File: config.mk
export PLATFORM = sky130hd
export DESIGN_NAME = tilt_decoder
export DESIGN_NICKNAME = d
export VERILOG_FILES = /design/src/rtl/tilt_decoder.sv
export SDC_FILE = /design/constraint.sdc
export NUM_CORES = 1
export LEC_CHECK = 0
export ABC_CLOCK_PERIOD_IN_PS = 3150
export CAP_MARGIN = 0
export CORE_UTILIZATION = 56
export DETAILED_ROUTE_END_ITERATION = 10
export PLACE_DENSITY = 0.73
export SLEW_MARGIN = 15
export SYNTH_ARGS = -nofsm -noshare
export SYNTH_HDL_FRONTEND = slang
export SYNTH_SLANG_ARGS = --single-unit
File: constraint.sdc
create_clock -name clk -period 3.15 [get_ports clk]
set_clock_uncertainty 0.2 [all_clocks]
set_input_delay 0.63 -clock clk [delete_from_list [all_inputs] [get_ports clk]]
set_output_delay 0.63 -clock clk [all_outputs]
set_load 0.02 [all_outputs]
File: src/rtl/tilt_decoder.sv
// rtl/tilt_decoder.sv - windowed accelerometer averager with per-axis deadband/hysteresis tilt classifier
module tilt_decoder #(
    parameter int DATA_WIDTH = 12,
    parameter int AVG_LOG2   = 2,
    parameter int DEADBAND   = 64,
    parameter int HYST       = 16,
    parameter int MAG_SHIFT  = 3
) (
    input  logic                         clk,
    input  logic                         reset,
    input  logic                         sample_valid,
    input  logic signed [DATA_WIDTH-1:0] accel_x,
    input  logic signed [DATA_WIDTH-1:0] accel_y,
    output logic                         x_increment,
    output logic                         x_decrement,
    output logic                         y_increment,
    output logic                         y_decrement,
    output logic [7:0]                   x_threshold,
    output logic [7:0]                   y_threshold,
    output logic                         update
);

    localparam int DW = DATA_WIDTH;
    localparam int SW = DATA_WIDTH + AVG_LOG2;

    localparam logic [1:0] ST_ACCUM = 2'd0;
    localparam logic [1:0] ST_AVG   = 2'd1;
    localparam logic [1:0] ST_CLASS = 2'd2;

    localparam logic [AVG_LOG2-1:0] LAST_CNT = {AVG_LOG2{1'b1}};
    localparam logic signed [DW:0]  DB_POS   = (DW+1)'(DEADBAND);
    localparam logic signed [DW:0]  DB_NEG   = -DB_POS;
    localparam logic [DW:0]         REL_LVL  = (DW+1)'(DEADBAND - HYST);

    logic [1:0]              state_q, state_d;
    logic [AVG_LOG2-1:0]     count_q, count_d;
    logic signed [SW-1:0]    sum_x_q, sum_x_d, sum_y_q, sum_y_d;
    logic signed [SW-1:0]    add_x, add_y;
    // Window regs keep the already floored average (top bits of the window sum).
    logic signed [DW-1:0]    win_x_q, win_x_d, win_y_q, win_y_d;
    logic signed [DW:0]      avg_x_q, avg_x_d, avg_y_q, avg_y_d;
    logic [DW:0]             abs_x_q, abs_x_d, abs_y_q, abs_y_d;
    logic                    x_inc_q, x_inc_d, x_dec_q, x_dec_d;
    logic                    y_inc_q, y_inc_d, y_dec_q, y_dec_d;
    logic [7:0]              x_thr_q, x_thr_d, y_thr_q, y_thr_d;
    logic                    update_q, update_d;
    logic                    last;

    // Returns {inc, dec}; crossing the opposite deadband flips direction in one window.
    function automatic logic [1:0] next_dir(input logic inc, input logic dec,
                                            input logic signed [DW:0] avg,
                                            input logic [DW:0] mag);
        if (avg > DB_POS)
            return 2'b10;
        else if (avg < DB_NEG)
            return 2'b01;
        else if (mag < REL_LVL)
            return 2'b00;
        else
            return {inc, dec};
    endfunction

    function automatic logic [7:0] clamp_thr(input logic [DW:0] mag);
        logic [DW:0] t;
        t = mag >> MAG_SHIFT;
        if (|t[DW:8])
            return 8'hFF;
        else if (t[7:0] == 8'd0)
            return 8'd1;
        else
            return t[7:0];
    endfunction

    assign add_x = sum_x_q + SW'(accel_x);
    assign add_y = sum_y_q + SW'(accel_y);
    assign last  = sample_valid && (count_q == LAST_CNT);

    always_comb begin
        state_d  = state_q;
        count_d  = count_q;
        sum_x_d  = sum_x_q;
        sum_y_d  = sum_y_q;
        win_x_d  = win_x_q;
        win_y_d  = win_y_q;
        avg_x_d  = avg_x_q;
        avg_y_d  = avg_y_q;
        abs_x_d  = abs_x_q;
        abs_y_d  = abs_y_q;
        x_inc_d  = x_inc_q;
        x_dec_d  = x_dec_q;
        y_inc_d  = y_inc_q;
        y_dec_d  = y_dec_q;
        x_thr_d  = x_thr_q;
        y_thr_d  = y_thr_q;
        update_d = 1'b0;

        // Accumulation runs independently of the FSM so no sample is dropped.
        if (sample_valid) begin
            count_d = count_q + 1'b1;
            if (last) begin
                sum_x_d = '0;
                sum_y_d = '0;
                win_x_d = add_x[SW-1:AVG_LOG2];
                win_y_d = add_y[SW-1:AVG_LOG2];
            end else begin
                sum_x_d = add_x;
                sum_y_d = add_y;
            end
        end

        case (state_q)
            ST_ACCUM: begin
                if (last)
                    state_d = ST_AVG;
            end
            ST_AVG: begin
                avg_x_d = {win_x_q[DW-1], win_x_q};
                avg_y_d = {win_y_q[DW-1], win_y_q};
                abs_x_d = avg_x_d[DW] ? -avg_x_d : avg_x_d;
                abs_y_d = avg_y_d[DW] ? -avg_y_d : avg_y_d;
                state_d = ST_CLASS;
            end
            ST_CLASS: begin
                {x_inc_d, x_dec_d} = next_dir(x_inc_q, x_dec_q, avg_x_q, abs_x_q);
                {y_inc_d, y_dec_d} = next_dir(y_inc_q, y_dec_q, avg_y_q, abs_y_q);
                x_thr_d  = clamp_thr(abs_x_q);
                y_thr_d  = clamp_thr(abs_y_q);
                update_d = 1'b1;
                // Short windows can complete while still classifying the previous one.
                state_d  = last ? ST_AVG : ST_ACCUM;
            end
            default: state_d = ST_ACCUM;
        endcase
    end

    always_ff @(posedge clk or negedge reset) begin
        if (!reset) begin
            state_q  <= ST_ACCUM;
            count_q  <= '0;
            sum_x_q  <= '0;
            sum_y_q  <= '0;
            win_x_q  <= '0;
            win_y_q  <= '0;
            avg_x_q  <= '0;
            avg_y_q  <= '0;
            abs_x_q  <= '0;
            abs_y_q  <= '0;
            x_inc_q  <= 1'b0;
            x_dec_q  <= 1'b0;
            y_inc_q  <= 1'b0;
            y_dec_q  <= 1'b0;
            x_thr_q  <= 8'd1;
            y_thr_q  <= 8'd1;
            update_q <= 1'b0;
        end else begin
            state_q  <= state_d;
            count_q  <= count_d;
            sum_x_q  <= sum_x_d;
            sum_y_q  <= sum_y_d;
            win_x_q  <= win_x_d;
            win_y_q  <= win_y_d;
            avg_x_q  <= avg_x_d;
            avg_y_q  <= avg_y_d;
            abs_x_q  <= abs_x_d;
            abs_y_q  <= abs_y_d;
            x_inc_q  <= x_inc_d;
            x_dec_q  <= x_dec_d;
            y_inc_q  <= y_inc_d;
            y_dec_q  <= y_dec_d;
            x_thr_q  <= x_thr_d;
            y_thr_q  <= y_thr_d;
            update_q <= update_d;
        end
    end

    assign x_increment = x_inc_q;
    assign x_decrement = x_dec_q;
    assign y_increment = y_inc_q;
    assign y_decrement = y_dec_q;
    assign x_threshold = x_thr_q;
    assign y_threshold = y_thr_q;
    assign update      = update_q;

endmodule
==> results of run 1 <==
worst max-delay path: stages:
cell and delay [ps]:
clkdlybuf4s50_1 420, ha_1 220, inv_1 70, fa_1 180, nor2b_1 70, o31a_1 260, o31a_1 300, o2111a_1 270
o31a_1 290, o32ai_1 260
area by class of cell:
cell class                      count  area share [%]
Sequential cell                   121            39.8
Tap cell                          140            2.30
Timing Repair Buffer               76            9.20
Multi-Input combinational cell    485            40.2
Clock inverter                      8            1.56
Inverter                           17           0.838
Clock buffer                       23            6.13
Yosys cell counts, drive strengths merged (3+ instances only):
library cell  count
o41ai             4
nand3b            3
xor2             23
o31a              3
clkbuf           28
nand3            11
mux2              5
nand2           155
o31ai            14
nor2b             5
o2bb2ai          13
o21a             10
a21o              5
a211oi            5
a211o             3
nor4b             3
a2111o            3
nor3              8
inv              17
a21oi            19
or3               9
ha               27
nor4              6
o21bai            3
o21ai            59
dfrtp           119
a22o              4
nand2b            5
o22a             14
nor2             20
o211ai            3
or4               6
xnor2             5
state kept, by name (all words and copies together), names as in the netlist, 8 cells and up:
| name | count |
|---|---|
| x_threshold | 8 |
| y_threshold | 8 |
| win_y_q | 12 |
| abs_x_q | 10 |
| win_x_q | 12 |
| sum_x_q | 14 |
| avg_x_q | 12 |
| sum_y_q | 14 |
| avg_y_q | 12 |
| abs_y_q | 10 |
power by group:
group	switching (mW)	internal (mW)	total (mW)	leakage [nW]
Sequential	0.574	2.28	2.86	1.51
Combinational	1.93	1.64	3.58	1.72
Clock	0.659	1.26	1.92	0.292
Total	3.17	5.19	8.35	3.51
per-stage QoR:
step           TNS [ps]  instances  instance area [um^2]
3_5_place_dp       -528        838                  7020
2_1_floorplan         0        652                  6260
5_1_grt               0        870                  7620
6_report              0        870                  7620
3_3_place_gp      -88.0        838                  7020
4_1_cts               0        870                  7620
cell families (layout without fill, tap and decap cells):
logic type	count (synthesis)	count (layout)	share of synthesized area (%)
fa+ha+maj	29	29	6.03
flops	121	121	48.4
xor+xnor	30	30	4.66
mux	6	6	1.06
simple gates	242	242	17.5
compound gates	178	178	19.6
buf+inv	46	124	2.78
final timing paths:
| check | to | cells after the start |
|---|---|---|
| worst max-delay path | sum_y_q[10]$_DFFE_PN0P_ | 10 |
| worst min-delay path | avg_y_q[2]$_DFFE_PN0N_ | 2 |
| worst max register to register | sum_y_q[10]$_DFFE_PN0P_ | 9 |
| worst min register to register | avg_y_q[2]$_DFFE_PN0N_ | 2 |
| max in group asynchronous | sum_x_q[13]$_DFFE_PN0P_ | 3 |
| min in group asynchronous | abs_x_q[5]$_DFFE_PN0N_ | 2 |
metal layers:
layer	wire length (um)	part of all wire, %	vias up	global-route usage, %
li1	-	-	2466	-
met1	6370	47	2430	34.0
met2	6320	47	122	40.3
met3	487	3.6	34	6.23
met4	315	2.3	0	10.2
met5	0	0	-	0
==> results.sh, run 1 <==
export IMPL_synth_area_per_cell_um2=9.60
export IMPL_grt_overflow=0
export IMPL_core_region_area_um2=10900
export IMPL_chipWidth_um=108
export IMPL_vias=5052
export IMPL_rsz0062_at_grt="false"
export IMPL_power_density_nw_per_um2=1100
export IMPL_insertion_delay_ps=520
export IMPL_antenna_found_initial=0
export IMPL_hold_ws_ps=272
export IMPL_pre_cts_ws_ps=-127
export IMPL_numCtsBuffers=17
export IMPL_timing_critical_path_from="accel_y[0]"
export IMPL_p_total_mw=8.35
export IMPL_r2r_setup_slack_ps=550
export IMPL_multi_input_area_um2=3060
export IMPL_yosys_area_top_type_share_pct=47.6
export IMPL_postCtsHoldBufs=1
export IMPL_hold_violations=0
export IMPL_root_buffer="clkbuf_8"
export IMPL_post_route_util_pct=70.0
export IMPL_leakage_nw=3.51
export IMPL_nets=774
export IMPL_peakVddDrop_uv=829
export IMPL_drive_gt1_share_pct=10.5
export IMPL_post_cts_buffers=0
export IMPL_port_buffers=47
export IMPL_synthArstFlopShare_pct=100
export IMPL_initialDrtViolationCount=227
export IMPL_synth_nets=708
export IMPL_hold_class="reg2reg"
export IMPL_htreeDepth=4
export IMPL_place_congestion=0.851
export IMPL_fillerInstances=850
export IMPL_clk_pin_slew_ps=60
export IMPL_final_common_cell="nand2_1"
export IMPL_layout_common_cells="nand2_1 (155), dfrtp_1 (119), o21ai_0 (59), clkdlybuf4s50_1 (46), buf_4 (28)"
export IMPL_avgViaCountPerCell=5.81
export IMPL_synthFlopType="dfrtp_1"
export IMPL_worstHoldStart="avg_y_q[2]$_DFFE_PN0N_"
export IMPL_ys_types=61
export IMPL_setup_viol=0
export IMPL_min_period_ps=2770
export IMPL_drtPass1Iterations=6
export IMPL_slew_headroom_pct=49.4
export IMPL_track_usage_pct=25.6
export IMPL_ant_nets=0
export IMPL_cp_max_fo=4
export IMPL_start_kind="input pin"
export IMPL_syn_to_final_growth_pct=21.7
export IMPL_critPathRequiredTime_ps=3370
export IMPL_cts_sinks=121
export IMPL_fin_crit_sh_pct=87.9
export IMPL_post_dp_hpwl_um=9230
export IMPL_cp_arrival_ps=2990
export IMPL_grt_pass1_vias=4951
export IMPL_cp_end_kind="flop"
export IMPL_drv_cap=0
export IMPL_netlist_area_um2=6260
export IMPL_synth_seq_area_share_pct=48.4
export IMPL_seqCellArea_um2=3030
export IMPL_grt_max_degree=77
export IMPL_initial_core_util_pct=57.5
export IMPL_fp_dieH_um=108
export IMPL_status="finished clean"
export IMPL_rows=38
export IMPL_netlist_top_cell_by_area="dfrtp_1"
export IMPL_netlist_top_cells_area="dfrtp_1 (48%), nand2_1 (9.3%), ha_1 (5.4%), o21ai_0 (4.7%), xor2_1 (3.2%)"
export IMPL_worstSetupPathType="in2reg"
export IMPL_diodes=0
export IMPL_routed_wl_um=13500
export IMPL_max_freq_ghz=0.361
export IMPL_worstReg2RegStart="sum_y_q[0]$_DFFE_PN0P_"
export IMPL_yosysWarningCount=0
export IMPL_slew_violations=0
export IMPL_wl_per_cell_um=15.5
export IMPL_worst_pin_slew_ps=759
export IMPL_synth_seq_cells=121
export IMPL_netlist_instances=652
export IMPL_cts_tree="built"
export IMPL_grt_pass1_wl_um=22900
export IMPL_ios=48
export IMPL_clock_path_buffers=2
export IMPL_ctsResizeCount=0
export IMPL_die_area_um2=11600
export IMPL_synth_edf_count=0
export IMPL_drc_errors=0
export IMPL_finalWorstSetupSlack_ps=381
Note: power is estimated with default switching activity, not from simulation.
==> inputs of run 2 (changes only) <==
--- a/config.mk
+++ b/config.mk
@@ -7,9 +7,10 @@
 export LEC_CHECK = 0
 export ABC_CLOCK_PERIOD_IN_PS = 3150
 export CAP_MARGIN = 0
-export CORE_UTILIZATION = 56
+export CORE_UTILIZATION = 50
 export DETAILED_ROUTE_END_ITERATION = 10
-export PLACE_DENSITY = 0.73
+export DONT_BUFFER_PORTS = 1
+export PLACE_DENSITY = 0.61
 export SLEW_MARGIN = 15
 export SYNTH_ARGS = -nofsm -noshare
 export SYNTH_HDL_FRONTEND = slang
==> run 2 against run 1 <==
Net effect: the flow now finishes with violations (hold timing); register-to-register slack worse by 50 ps; wire length down 4.1%; critical path depth down 1; non-clock buffer count down 71; sequential power up 6%; final cell count down 4.8%; clock power up 7%; clock-buffer cell count down 2; highest routed layer unchanged.
==> results.sh, run 2 (synthesis results as in run 1) <==
export IMPL_avgViaCountPerCell=5.70
export IMPL_worstReg2RegStart="sum_y_q[0]$_DFFE_PN0P_"
export IMPL_leakage_nw=3.22
export IMPL_setup_viol=0
export IMPL_rows=40
export IMPL_clk_pin_slew_ps=60
export IMPL_place_area_um2=6400
export IMPL_track_usage_pct=22.2
export IMPL_post_dp_hpwl_um=8850
export IMPL_hold_ws_ps=-286
export IMPL_routed_wl_um=12900
export IMPL_fin_tns_setup_ps=0
export IMPL_layout_common_cells="nand2_1 (155), dfrtp_1 (119), o21ai_0 (59), ha_1 (27), xor2_1 (23)"
export IMPL_drtPass1Iterations=5
export IMPL_vias=4720
export IMPL_top_regs="sum_x_q: 14 flops, sum_y_q: 14 flops"
export IMPL_grt_pass1_vias=4621
export IMPL_root_buffer="clkbuf_16"
export IMPL_hold_violations=121
export IMPL_pre_cts_ws_ps=247
export IMPL_grt_pass1_wl_um=22400
export IMPL_finalInstanceArea_um2=7040
export IMPL_cts_tree="built"
export IMPL_ctsResizeCount=0
export IMPL_start_kind="flop"
export IMPL_drv_cap=0
export IMPL_cp_end_kind="flop"
export IMPL_antenna_found_initial=0
export IMPL_cts_sinks=121
export IMPL_diodes=0
export IMPL_hold_class="in2async"
export IMPL_min_period_ps=2650
export IMPL_grt_overflow=0
export IMPL_numCtsBuffers=17
export IMPL_port_buffers=0
export IMPL_status="complete, but fails checks"
export IMPL_worst_pin_slew_ps=729
export IMPL_ant_nets=0
export IMPL_clock_path_buffers=2
export IMPL_p_total_mw=8.00
export IMPL_nets=703
export IMPL_rr_endpoint="sum_y_q[10]$_DFFE_PN0P_"
export IMPL_grt_max_degree=122
export IMPL_drive_gt1_share_pct=8.33
export IMPL_initialDrtViolationCount=308
export IMPL_violations="hold timing"
export IMPL_cp_max_fo=4
export IMPL_initial_core_util_pct=51.7
export IMPL_drc_errors=0
export IMPL_core_region_area_um2=12100
export IMPL_final_common_cell="nand2_1"
export IMPL_slew_headroom_pct=51.4
export IMPL_power_density_nw_per_um2=1140
export IMPL_fillerInstances=1051
export IMPL_cp_arrival_ps=2760
export IMPL_rsz0062_at_grt="false"
export IMPL_die_area_um2=13000
export IMPL_critPathRequiredTime_ps=3260
export IMPL_post_cts_buffers=0
export IMPL_slew_violations=0
export IMPL_fp_dieH_um=114
export IMPL_ios=48
export IMPL_chipWidth_um=114
export IMPL_syn_to_final_growth_pct=12.4
export IMPL_rr_worst_depth=9
export IMPL_insertion_delay_ps=410
export IMPL_place_congestion=0.880
export IMPL_peakVddDrop_uv=509
export IMPL_max_freq_ghz=0.377
export IMPL_worstSetupPathType="reg2reg"
export IMPL_fin_crit_sh_pct=84.2
export IMPL_htreeDepth=4
export IMPL_finalWorstSetupSlack_ps=497
export IMPL_wl_per_cell_um=15.6
export IMPL_r2r_setup_slack_ps=500
-- run 2: metal layers --
layer | share of wire (%) | vias to the layer above | track usage, %
li1 | - | 2329 | -
met1 | 49 | 2264 | 30.3
met2 | 44 | 115 | 33.4
met3 | 5.2 | 12 | 5.53
met4 | 1.6 | 0 | 10.7
met5 | 0 | - | 0
-- run 2: layout make-up --
type	count	area (um^2)	share of cell area, %
Clock buffer	21	460	6.54
Clock inverter	11	171	2.44
Inverter	17	63.8	0.907
Multi-Input combinational cell	485	3060	43.5
Sequential cell	121	3030	43.1
Tap cell	168	210	2.99
Timing Repair Buffer	5	37.5	0.533
-- run 2: worst max path at each step --
| stage | start | end | slack, ps | depth (start not counted) |
|---|---|---|---|---|
| 2_1_floorplan | accel_x[0] | win_x_q[10]$_DFFE_PN0P_ | 430 | 9 |
| 3_3_place_gp | accel_y[0] | sum_y_q[10]$_DFFE_PN0P_ | 310 | 9 |
| 3_5_place_dp | accel_y[0] | sum_y_q[10]$_DFFE_PN0P_ | 250 | 9 |
| 4_1_cts | sum_y_q[0]$_DFFE_PN0P_ | sum_y_q[10]$_DFFE_PN0P_ | 480 | 9 |
| 5_1_grt | sum_y_q[0]$_DFFE_PN0P_ | sum_y_q[10]$_DFFE_PN0P_ | 270 | 9 |
| 6_report | sum_y_q[0]$_DFFE_PN0P_ | sum_y_q[10]$_DFFE_PN0P_ | 500 | 9 |
-- run 2: worst max-delay path, stage by stage, from the launching register on --
cell      delay (ps)
dfrtp_1          380
ha_1             220
inv_1             70
fa_1             210
nor2b_1           70
o31a_1           260
o31a_1           300
o2111a_1         270
o31a_1           290
o32ai_1          270
-- run 2: through the flow --
step / hold slack (ps) / cells / utilization (%)
3_5_place_dp: 138 / 796 / 52.9
3_3_place_gp: 138 / 796 / 52.9
6_report: -286 / 828 / 58.1
4_1_cts: -312 / 828 / 58.1
5_1_grt: -313 / 828 / 58.1
2_1_floorplan: 134 / 652 / -
-- run 2: report_power, final --
group          switching (mW)  total [mW]  internal [mW]  leakage [nW]
clock network           0.698        2.06           1.37         0.303
registers               0.753        3.04           2.29          1.51
logic                    1.61        2.90           1.29          1.41
total                    3.06        8.00           4.94          3.22
==> inputs of run 3 (changes only) <==
--- a/config.mk
+++ b/config.mk
@@ -5,7 +5,7 @@
 export SDC_FILE = /design/constraint.sdc
 export NUM_CORES = 1
 export LEC_CHECK = 0
-export ABC_CLOCK_PERIOD_IN_PS = 3150
+export ABC_CLOCK_PERIOD_IN_PS = 2450
 export CAP_MARGIN = 0
 export CORE_UTILIZATION = 50
 export DETAILED_ROUTE_END_ITERATION = 10
==> constraint.sdc (replaced) <==
create_clock -name clk -period 2.45 [get_ports clk]
set_clock_uncertainty 0.2 [all_clocks]
set_input_delay 0.49 -clock clk [delete_from_list [all_inputs] [get_ports clk]]
set_output_delay 0.49 -clock clk [all_outputs]
set_load 0.02 [all_outputs]
==> run 3 against run 2 <==
Net effect: the run ends with hold timing, setup timing left; final cell count grew 5.1%; fmax grew 3.1%; largest power group is now combinational logic; critical endpoint unchanged; clock power grew 15%.
==> results.sh, run 3 (synthesis results as in run 1) <==
export IMPL_finalWorstSetupSlack_ps=-122
export IMPL_post_dp_hpwl_um=9360
export IMPL_routed_wl_um=13800
export IMPL_grt_pass1_vias=4872
export IMPL_cp_max_fo=3
export IMPL_peakVddDrop_uv=749
export IMPL_antenna_found_initial=0
export IMPL_initialDrtViolationCount=303
export IMPL_grt_overflow=0
export IMPL_ant_nets=0
export IMPL_port_buffers=0
export IMPL_wl_per_cell_um=15.8
export IMPL_numCtsBuffers=17
export IMPL_pwr_share_comb_pct=41.5
export IMPL_drtPass1Iterations=5
export IMPL_path_buf_inv=1
export IMPL_min_period_ps=2570
export IMPL_cts_tree="built"
export IMPL_core_region_area_um2=12100
export IMPL_hold_violations=121
export IMPL_insertion_delay_ps=410
export IMPL_die_area_um2=13000
export IMPL_worst_pin_slew_ps=709
export IMPL_avgViaCountPerCell=5.64
export IMPL_max_freq_ghz=0.389
export IMPL_crit_path_top_delay_cell="dfrtp_1"
export IMPL_syn_to_final_growth_pct=19.7
export IMPL_place_congestion=0.824
export IMPL_rsz0062_at_grt="true"
export IMPL_dp_cells=830
export IMPL_slew_violations=0
export IMPL_chipWidth_um=114
export IMPL_drive_gt1_share_pct=17.7
export IMPL_initial_core_util_pct=51.7
export IMPL_fin_tns_setup_ps=-268
export IMPL_critical_path_top_delay_family="compound AO/OA/AOI/OAI gates"
export IMPL_grt_max_degree=122
export IMPL_p_switching_mw=4.16
export IMPL_hold_ws_ps=-421
export IMPL_postCtsHoldBufs=1
export IMPL_critical_path_max_stage_delay_ps=400
export IMPL_leakage_nw=3.44
export IMPL_root_buffer="clkbuf_16"
export IMPL_drv_cap=0
export IMPL_crit_path_frequent_cell="o31a_1"
export IMPL_htreeDepth=4
export IMPL_vias=4910
export IMPL_ios=48
export IMPL_start_kind="flop"
export IMPL_grt_pass1_wl_um=23200
export IMPL_power_frac_seq_pct=36.5
export IMPL_cp_end_kind="flop"
export IMPL_share_clk_of_total_power_pct=22.0
export IMPL_final_cells=870
export IMPL_diodes=0
export IMPL_path_cells="ha_4 -> inv_2 -> fa_2 -> nor2b_2 -> o31a_1 -> o31a_1 -> o2111a_1 -> o31a_1 -> o32ai_2"
export IMPL_power_density_nw_per_um2=1440
export IMPL_setup_viol=5
export IMPL_final_common_cell="nand2_1"
export IMPL_critPathRequiredTime_ps=2560
export IMPL_netSwitchingFraction_pct=38.6
export IMPL_post_route_util_pct=61.9
export IMPL_track_usage_pct=23.0
export IMPL_clock_path_buffers=2
export IMPL_pre_cts_ws_ps=-287
export IMPL_nets=745
export IMPL_fp_dieH_um=114
export IMPL_cts_sinks=121
export IMPL_drc_errors=0
export IMPL_fin_crit_sh_pct=105
export IMPL_top_regs="sum_x_q: 14 flops, sum_y_q: 14 flops"
export IMPL_layout_common_cells="nand2_1 (154), dfrtp_1 (119), o21ai_0 (53), buf_4 (46), xor2_1 (23)"
export IMPL_cp_arrival_ps=2690
export IMPL_p_int_mw=6.61
export IMPL_worstSetupPathType="reg2reg"
export IMPL_violations="hold timing, setup timing"
export IMPL_hold_class="in2async"
export IMPL_slew_headroom_pct=52.7
export IMPL_status="complete, but fails checks"
export IMPL_rows=40
export IMPL_clk_pin_slew_ps=60
-- run 3: area by class of cell --
cell class,instances,area [um^2]
timing repair buffer,47,355
tap,168,210
clock buffer,22,464
inverter,17,63.8
clock inverter,10,100
sequential,121,3030
multi-input combinational,485,3270
fill,1041,4610
-- run 3: stage by stage --
stage	instance area, um^2	power [mW]
after floorplan	6310	6.78
after CTS	7310	10.5
after global routing	7500	11.6
final	7500	10.8
after detailed placement	6700	8.03
after global placement	6700	7.87
-- run 3: what timing repair did --
item / 4_1_cts / 5_1_grt
gates resized for setup: 6 / 31
pin swaps: 8 / 11
hold endpoints to repair: 125 / 121
endpoints found under the setup margin: 8 / 24
buffers inserted: 2 / 5
-- run 3: path summary, 6_finish.rpt --
| kind | start | endpoint | slack [ps] | cells past startpoint |
|---|---|---|---|---|
| max in group asynchronous | reset | y_threshold[0]$_DFFE_PN1P_ | 2270 | 0 |
| worst max register to register | sum_y_q[0]$_DFFE_PN0P_ | sum_y_q[10]$_DFFE_PN0P_ | -120 | 9 |
| worst min register to register | avg_y_q[1]$_DFFE_PN0N_ | avg_y_q[1]$_DFFE_PN0N_ | 260 | 2 |
| worst max-delay path | sum_y_q[0]$_DFFE_PN0P_ | sum_y_q[10]$_DFFE_PN0P_ | -120 | 9 |
| worst min-delay path | reset | x_increment$_DFFE_PN0P_ | -420 | 0 |
| min in group clk | sample_valid | sum_x_q[1]$_DFFE_PN0P_ | 20 | 1 |
-- run 3: metal layers --
| metal | up-vias | track usage [%] | part of all wire [%] |
|---|---|---|---|
| met5 | - | 0 | 0 |
| met4 | 0 | 8.74 | 2.0 |
| met3 | 21 | 5.37 | 4.8 |
| met2 | 100 | 36.5 | 46 |
| met1 | 2377 | 30.6 | 47 |
| li1 | 2412 | - | - |
-- run 3: power groups by stage --
stage          Sequential, mW  Combinational, mW  Clock (mW)
2_1_floorplan            3.68               3.09           0
3_3_place_gp             3.92               3.96           0
3_5_place_dp             3.95               4.08           0
4_1_cts                  3.93               4.16        2.42
5_1_grt                  4.08               5.03        2.50
6_report                 3.93               4.46        2.37
